**src/rtl/mem32_bist_if.sv**
```systemverilog
// Control and memory-bus signals between mem32_bist and its 64x32 single-port memory.
// master = the BIST engine, slave = the controller/memory side.
interface mem32_bist_if #(
    parameter int AW = 6,
    parameter int DW = 32
);
    logic          start;
    logic          busy;
    logic          done;
    logic          pass;
    logic [AW:0]   err_cnt;
    logic          mem_we;
    logic [AW-1:0] mem_addr;
    logic [DW-1:0] mem_wdata;
    logic [DW-1:0] mem_rdata;
    logic [AW-1:0] fail_addr;
    logic [DW-1:0] fail_data;

    modport master (
        input  start, mem_rdata,
        output busy, done, pass, err_cnt, mem_we, mem_addr, mem_wdata, fail_addr, fail_data
    );

    modport slave (
        output start, mem_rdata,
        input  busy, done, pass, err_cnt, mem_we, mem_addr, mem_wdata, fail_addr, fail_data
    );
endinterface

```
**src/rtl/mem32_bist.sv**
```systemverilog
// March-style BIST for the 64x32 single-port memory: W0 up, R0/W1 up, R1 down, then report.
// Optional first-failure logging is enabled with `define MEM32_BIST_ERRLOG_EN.
module mem32_bist #(
    parameter int            AW      = 6,
    parameter int            DW      = 32,
    parameter logic [DW-1:0] PATTERN = 32'hA5A5_5A5A
) (
    input  logic         clk,
    input  logic         rst_n,
    mem32_bist_if.master bus
);
    localparam logic [2:0] IDLE = 3'd0;
    localparam logic [2:0] W0   = 3'd1;
    localparam logic [2:0] R0W1 = 3'd2;
    localparam logic [2:0] R1   = 3'd3;
    localparam logic [2:0] FIN  = 3'd4;

    localparam logic [AW-1:0] ADDR_MAX = '1;
    localparam logic [AW:0]   ERR_MAX  = '1;

    logic [2:0]    state;
    logic          busy;
    logic          done;
    logic          pass;
    logic [AW:0]   err_cnt;
    logic          mem_we;
    logic [AW-1:0] mem_addr;
    logic [DW-1:0] mem_wdata;

    logic          cmp_en;
    logic [DW-1:0] exp_data;
    logic          mismatch;
    logic [AW:0]   err_next;

    // In R0W1, mem_we itself marks the sub-cycle: 0 = read/compare, 1 = write ~P.
    // NOTE: every always_comb output gets a default first so no latch is inferred.
    always_comb begin
        cmp_en   = 1'b0;
        exp_data = PATTERN;
        if (state == R0W1 && !mem_we) begin
            cmp_en = 1'b1;
        end
        if (state == R1) begin
            cmp_en   = 1'b1;
            exp_data = ~PATTERN;
        end
        mismatch = cmp_en && (bus.mem_rdata != exp_data);
        err_next = (mismatch && err_cnt != ERR_MAX) ? err_cnt + 1'b1 : err_cnt;
    end

    // NOTE: sequential state uses non-blocking assignments only, so every
    // register samples pre-edge values regardless of statement order.
    always_ff @(posedge clk or negedge rst_n) begin
        if (!rst_n) begin
            state     <= IDLE;
            busy      <= 1'b0;
            done      <= 1'b0;
            pass      <= 1'b0;
            err_cnt   <= '0;
            mem_we    <= 1'b0;
            mem_addr  <= '0;
            mem_wdata <= '0;
        end else begin
            done    <= 1'b0;
            err_cnt <= err_next;
            case (state)
                IDLE: begin
                    if (bus.start) begin
                        state     <= W0;
                        busy      <= 1'b1;
                        pass      <= 1'b0;
                        err_cnt   <= '0;
                        mem_we    <= 1'b1;
                        mem_addr  <= '0;
                        mem_wdata <= PATTERN;
                    end
                end
                W0: begin
                    if (mem_addr == ADDR_MAX) begin
                        state    <= R0W1;
                        mem_we   <= 1'b0;
                        mem_addr <= '0;
                    end else begin
                        mem_addr <= mem_addr + 1'b1;
                    end
                end
                R0W1: begin
                    if (!mem_we) begin
                        mem_we    <= 1'b1;
                        mem_wdata <= ~PATTERN;
                    end else begin
                        mem_we <= 1'b0;
                        if (mem_addr == ADDR_MAX) begin
                            state <= R1;
                        end else begin
                            mem_addr <= mem_addr + 1'b1;
                        end
                    end
                end
                R1: begin
                    if (mem_addr == '0) begin
                        state <= FIN;
                        busy  <= 1'b0;
                        done  <= 1'b1;
                        // Include the final R1 compare, which lands on this same edge.
                        pass  <= (err_next == '0);
                    end else begin
                        mem_addr <= mem_addr - 1'b1;
                    end
                end
                FIN: begin
                    state <= IDLE;
                end
                default: begin
                    state  <= IDLE;
                    busy   <= 1'b0;
                    mem_we <= 1'b0;
                end
            endcase
        end
    end

    assign bus.busy      = busy;
    assign bus.done      = done;
    assign bus.pass      = pass;
    assign bus.err_cnt   = err_cnt;
    assign bus.mem_we    = mem_we;
    assign bus.mem_addr  = mem_addr;
    assign bus.mem_wdata = mem_wdata;

`ifdef MEM32_BIST_ERRLOG_EN
    logic [AW-1:0] fail_addr;
    logic [DW-1:0] fail_data;

    // err_cnt is still zero on the edge that records the first mismatch of a run.
    always_ff @(posedge clk or negedge rst_n) begin
        if (!rst_n) begin
            fail_addr <= '0;
            fail_data <= '0;
        end else if (state == IDLE && bus.start) begin
            fail_addr <= '0;
            fail_data <= '0;
        end else if (mismatch && err_cnt == '0) begin
            fail_addr <= mem_addr;
            fail_data <= bus.mem_rdata;
        end
    end

    assign bus.fail_addr = fail_addr;
    assign bus.fail_data = fail_data;
`else
    assign bus.fail_addr = '0;
    assign bus.fail_data = '0;
`endif
endmodule

```
**src/flat_wrapper.sv**
```systemverilog
// flat-port wrapper written by rule: the top's interface ports become plain ports
module mem32_bist_flat 
#(
    parameter int            AW      = 6,
    parameter int            DW      = 32,
    parameter logic [DW-1:0] PATTERN = 32'hA5A5_5A5A
)
  (clk, rst_n, bus_start, bus_mem_rdata, bus_busy, bus_done, bus_pass, bus_err_cnt, bus_mem_we, bus_mem_addr, bus_mem_wdata, bus_fail_addr, bus_fail_data);
  mem32_bist_if #(.AW(AW), .DW(DW)) bus_i ();
  input  logic clk;
  input  logic rst_n;
  input wire logic [$bits(bus_i.start)-1:0] bus_start;
  input wire logic [$bits(bus_i.mem_rdata)-1:0] bus_mem_rdata;
  output wire logic [$bits(bus_i.busy)-1:0] bus_busy;
  output wire logic [$bits(bus_i.done)-1:0] bus_done;
  output wire logic [$bits(bus_i.pass)-1:0] bus_pass;
  output wire logic [$bits(bus_i.err_cnt)-1:0] bus_err_cnt;
  output wire logic [$bits(bus_i.mem_we)-1:0] bus_mem_we;
  output wire logic [$bits(bus_i.mem_addr)-1:0] bus_mem_addr;
  output wire logic [$bits(bus_i.mem_wdata)-1:0] bus_mem_wdata;
  output wire logic [$bits(bus_i.fail_addr)-1:0] bus_fail_addr;
  output wire logic [$bits(bus_i.fail_data)-1:0] bus_fail_data;
  assign bus_i.start = bus_start;
  assign bus_i.mem_rdata = bus_mem_rdata;
  assign bus_busy = bus_i.busy;
  assign bus_done = bus_i.done;
  assign bus_pass = bus_i.pass;
  assign bus_err_cnt = bus_i.err_cnt;
  assign bus_mem_we = bus_i.mem_we;
  assign bus_mem_addr = bus_i.mem_addr;
  assign bus_mem_wdata = bus_i.mem_wdata;
  assign bus_fail_addr = bus_i.fail_addr;
  assign bus_fail_data = bus_i.fail_data;
  mem32_bist #(.AW(AW), .DW(DW), .PATTERN(PATTERN)) u_core (.clk(clk), .rst_n(rst_n), .bus(bus_i));
endmodule
```
**config.mk**
```make
export PLATFORM = sky130hd
export DESIGN_NAME = mem32_bist_flat
export DESIGN_NICKNAME = d
export VERILOG_FILES = /design/src/rtl/mem32_bist_if.sv /design/src/rtl/mem32_bist.sv /design/src/flat_wrapper.sv
export SDC_FILE = /design/constraint.sdc
export NUM_CORES = 1
export LEC_CHECK = 0
export ABC_CLOCK_PERIOD_IN_PS = 2460
export CORE_MARGIN = 4
export CORE_UTILIZATION = 39
export CTS_CLUSTER_DIAMETER = 100
export DETAILED_ROUTE_END_ITERATION = 8
export GPL_TIMING_DRIVEN = 0
export PLACE_DENSITY = 0.81
export SYNTH_ARGS = -nofsm -noshare
export SYNTH_HDL_FRONTEND = slang
export SYNTH_SLANG_ARGS = --single-unit
```
**constraint.sdc**
```tcl
create_clock -name clk -period 2.46 [get_ports clk]
set_input_delay 0.369 -clock clk [delete_from_list [all_inputs] [get_ports clk]]
set_output_delay 0.369 -clock clk [all_outputs]
set_load 0.05 [all_outputs]
```
* Word-level counts from Yosys, hierarchy flattened
Cells that the tools add are included.
** Storage, ports and cells
- Latch bits :: 0
- Output and inout bits :: 87
- Memories :: 0
- Word-level logic and storage cells :: 78
- Memory bits (read-only) :: 0
- Register bits :: 52
- RAM bits :: 0
- Input port bits :: 35
** Cells by class
- Equality and inequality tests :: 15
- Magnitude comparators :: 0
- Reduce and logical (&&, ||, !) cells :: 18
- Bitwise gates (word level) :: 2
- Mux-type cells :: 32
- Add/sub/neg operators :: 3
- Shift operators :: 0
- Multiply operators :: 0
- Divide/modulo/power cells :: 0
** Operators with widths (count)
- $mux W32 :: 3
- $pmux W32 S2 :: 1
- $ne A32 B32 Y1 :: 1
- $mux W6 :: 5
- $pmux W6 S4 :: 1
- $mux W7 :: 3
- $mux W3 :: 5
- $ne A2 B2 Y1 const B :: 6
- $pmux W3 S4 :: 1
- $reduce_and A3 Y1 :: 4
- $mux W1 :: 10
- $reduce_and A5 Y1 :: 2
- $add A7 B1 Y7 const B :: 1
- $logic_not A7 Y1 :: 1
- $ne A7 B7 Y1 const B :: 1
- $add A6 B1 Y6 const B :: 1
- $eq A3 B2 Y1 const B :: 2
- $eq A6 B6 Y1 const B :: 1
- $logic_not A6 Y1 :: 1
- $sub A6 B1 Y6 const B :: 1
- $ne A2 B1 Y1 const B :: 2
- $pmux W1 S4 :: 1
- $reduce_bool A2 Y1 :: 2
- $reduce_bool A4 Y1 :: 1
- other kinds (10) :: 13

* Depth between registers and ports, before layout
- Word-level depth :: 10
- Depth in mapped cells :: 8
- Gate-level depth less buffers :: 7

* Worst setup path after synthesis
OpenSTA, ideal clock, no wires.
- Kind :: register to register
- Start :: register u_core.err_cnt[0], in the netlist u_core.bus.err_cnt[0]
- End :: register u_core.pass, in the netlist u_core.bus.pass
- Path slack :: 295 ps
- Library setup time :: 92 ps
- Required time :: 2368 ps
- Cell stages (with the launch flop) :: 8
- Data arrival time :: 2073 ps
- Clock period less this slack :: 2165 ps
- Cell sequence :: dfrtp_1 ha_1 nand3_1 nor3_2 nand4b_1 and4bb_1 a211oi_1 o31ai_2
** On the way
- Word-level cells in the longest chain between the ends :: 6
- Elaborated cells between the ends (all ways) :: 7
** Ends and longest elaborated chain
- from (decl) :: line mem32_bist.sv:25 : logic [AW:0] err_cnt;
- from (signal assigned) :: line mem32_bist.sv:65 : err_cnt <= err_next;
- parallel branches: the longest is 2 deep, another holds $add A7 B1 Y7
- $mux W7 (*) :: line mem32_bist.sv:48 : err_next = (mismatch && err_cnt != ERR_MAX) ? err_cnt + 1'b1 : err_cnt;
- $logic_not A7 Y1 (*) :: line mem32_bist.sv:106 : pass <= (err_next == '0);
- $mux W1 (*) :: line mem32_bist.sv:101 : if (mem_addr == '0) begin
- $pmux W1 S2 (*) :: line mem32_bist.sv:66 : case (state)
- to (signal assigned) :: line mem32_bist.sv:106
- to (decl) :: line mem32_bist.sv:24 : logic pass;
Every way passes the cells marked *. The select of a mux whose other input is x is not followed.
A chain may end at the register's enable or synchronous reset.

==> reports/metrics.cfg <==
[run_status]
outcome=complete, no violations

[synth]
synth.lib_cells_used.distinct=59
synth_top_flop_cell=sky130_fd_sc_hd__dfrtp_1
seq_area_frac_synth=0.250
ys_ff_latch=22
synth.yosys.warnings=0
synth-edff-count=0
syn_area_sq_um=2200
synthesis.area_per_instance_sq_um=8.50
synthesis.instances=259
synthArstFlopShare=1.00

[clock_network]
cts_setup_buffers=0
cts_tree=yes
clock_insertion_delay_worst_skew_ns=0.28
ctsHtreeMaxLevel=1
cts_max_path_buffers=2
cts.repair.resized=0
path_clk_slew_ns=0.08
clock_tree.root_cell=sky130_fd_sc_hd__clkbuf_8
clock_sinks=22
ctsHoldBuffers=0
cts_bufs_inserted=3

[worst_hold_path]
whs_path_depth=2
hold_path.class=reg -> reg
min_to=u_core.bus.err_cnt[6]
hold_start=u_core.bus.err_cnt[6]

[layout]
final_core_utilization=0.605
final_common_cell=sky130_fd_sc_hd__clkdlybuf4s50_1
inserted_diodes=0
regArea_sq_um=551
num-nets-final=423
syn_to_final_growth_pct=51.4
filler_cell_count=485
most-common-layout-cells=83 x sky130_fd_sc_hd__clkdlybuf4s50_1, 69 x sky130_fd_sc_hd__buf_4, 38 x sky130_fd_sc_hd__conb_1
multi_input_comb_area_sq_um=1200
post_layout_nonfiller_instances=455
drive_above_1_share=0.243

[global_routing]
grt_max_degree=23
grt_first_pass_wirelength_mm=9.69
via_count_of_the_first_global_routing_pass=2083
antenna_found_initial=0
global_route.overflow_total=0
gr-usage-all-layers=0.164

[worst_setup_path]
worst_path_required_ns=2.09
register_to_register_path_depth=7
rr_endpoint=u_core.bus.mem_addr[3]
critical_path_at_ns=1.94
critPathMaxFanout=18
crit_type=reg -> out
worstReg2RegStart=u_core.bus.mem_addr[0]
timing.critical_path.to_type=output port
reg2reg_slack_ns=0.37
worstSetupStartpointType=flip-flop

[sta]
max-slew-margin-rel=0.334
upper_clock_frequency_limit_mhz=432
fin_ws_ns=0.147
setup-violations-final=0
worst_clock_skew_ns=0.00661
slew_viol_final=0
timing_hold_violations_final=0
tns_ns=0
grt_setup_unrepaired=false
fin_worst_hold_slack_ns=0.536
worst-slew-pin-transition_ns=0.996
period_minus_slack_ns=2.31
min_period_over_period=0.940

[die]
rows=27
floorplan.initialDensity=0.400
die_area_sq_um=6910
floorplan.core_area_sq_um=5510
die_h_microns=83.1
chipWidth_microns=83.1
io_pins=122

[routing]
detail-route-antenna-nets=0
via_count=2150
first_pass_iters=4
wl_mm=5.77
routedWlPerCell_microns=12.7
viasPerCell=4.73
post-route-drc-count=0
first_iter_violations=99

[run]
drv.max_cap_violation_count=0

[placed_design]
dp.cells=451
pre_cts_slack_ns=0.0786
numPortBuffers=83
gpl.final_weighted_congestion=0.893
detailedPlacementHpwl_mm=4.55

[power]
cellPowerDensity_nw_per_um2=1060
static-leakage-power_nw=1.53
max-vdd-ir-drop_mv=0.806

==> flip-flops by register name (all words and copies together), names as in the netlist <==
signal                cells
u_core.state              3
u_core.bus.busy           1
u_core.bus.done           1
u_core.bus.mem_wdata      2
u_core.bus.pass           1
u_core.bus.mem_we         1
u_core.bus.mem_addr       6
u_core.bus.err_cnt        7
==> worst max-delay path: stages, from the launching register on <==
cell	delay, ns
sky130_fd_sc_hd__dfrtp_1	0.67
sky130_fd_sc_hd__buf_4	0.20
sky130_fd_sc_hd__clkdlybuf4s50_1	0.81
==> how the worst max path moves through the flow <==
stage | from | end | slack [ns] | cells past startpoint
after global routing | u_core.bus.mem_wdata[29] | bus_mem_wdata[6] | 0.02 | 2
after global placement | bus_mem_rdata[26] | u_core.bus.pass | 0.08 | 7
after floorplan | u_core.bus.err_cnt[0] | u_core.bus.pass | 0.30 | 7
after detailed placement | bus_mem_rdata[25] | u_core.bus.pass | 0.08 | 7
final | u_core.bus.mem_wdata[29] | bus_mem_wdata[6] | 0.15 | 2
after CTS | u_core.bus.mem_wdata[29] | bus_mem_wdata[6] | 0.12 | 2
==> metrics by stage <==
stage,total power [mW],cell area (sq um)
floorplan,2.50,2340
global placement,3.12,3260
detailed placement,3.16,3260
CTS,3.52,3330
global route,3.73,3330
finish,3.52,3330
==> synth_stat cells, types with 2 or more instances <==
master | count | area share
sky130_fd_sc_hd__a211oi_1 | 6 | 0.020
sky130_fd_sc_hd__a21oi_1 | 12 | 0.027
sky130_fd_sc_hd__a21oi_2 | 3 | 0.012
sky130_fd_sc_hd__a22oi_1 | 5 | 0.017
sky130_fd_sc_hd__and3_1 | 2 | 0.0057
sky130_fd_sc_hd__and4b_1 | 4 | 0.018
sky130_fd_sc_hd__buf_2 | 3 | 0.0068
sky130_fd_sc_hd__buf_4 | 69 | 0.24
sky130_fd_sc_hd__buf_6 | 2 | 0.010
sky130_fd_sc_hd__dfrtp_1 | 22 | 0.25
sky130_fd_sc_hd__ha_1 | 4 | 0.023
sky130_fd_sc_hd__inv_1 | 7 | 0.012
sky130_fd_sc_hd__mux2i_1 | 2 | 0.0091
sky130_fd_sc_hd__nand2_1 | 20 | 0.034
sky130_fd_sc_hd__nand3_1 | 6 | 0.014
sky130_fd_sc_hd__nand4_1 | 4 | 0.011
sky130_fd_sc_hd__nor2_1 | 19 | 0.032
sky130_fd_sc_hd__nor3_1 | 5 | 0.011
sky130_fd_sc_hd__nor4b_1 | 4 | 0.016
sky130_fd_sc_hd__nor4bb_1 | 8 | 0.036
sky130_fd_sc_hd__o21a_1 | 2 | 0.0068
sky130_fd_sc_hd__o21ai_1 | 4 | 0.0091
sky130_fd_sc_hd__o22a_1 | 2 | 0.0080
sky130_fd_sc_hd__o22ai_1 | 3 | 0.0085
sky130_fd_sc_hd__xnor2_1 | 6 | 0.024
sky130_fd_sc_hd__xor2_1 | 2 | 0.0080
==> cell type report <==
type                       instances  area share
sequential                        22       0.165
multi-input combinational        192       0.361
timing repair buffer              83       0.249
tap                               72      0.0270
buffer                            75       0.168
inverter                           7     0.00788
clock buffer                       3      0.0124
clock inverter                     1     0.00901
==> where the power goes <==
group          switching (mW)  internal [mW]  total (mW)
combinational            1.53          0.986        2.51
sequential              0.189          0.467       0.656
clock                   0.132          0.218       0.350
==> kinds of logic (layout without fill, tap and decap cells) <==
group,Yosys count,after routing,synth area share
compound gates,51,51,0.168
simple gates,89,89,0.251
other cells,1,38,0.00170
fa+ha+maj,4,4,0.0227
mux,2,2,0.00909
buf+inv,82,169,0.266
flops,22,22,0.250
xor+xnor,8,8,0.0318
==> per-layer routing <==
layer	global-route usage	vias to the layer above	part of all wire	wire, microns
met4	0.0579	0	0.011	66
met5	0	-	0	0
li1	-	1068	-	-
met3	0.0367	5	0.096	556
met1	0.204	967	0.42	2400
met2	0.277	110	0.48	2750
Note: power is estimated with default switching activity, not from simulation.
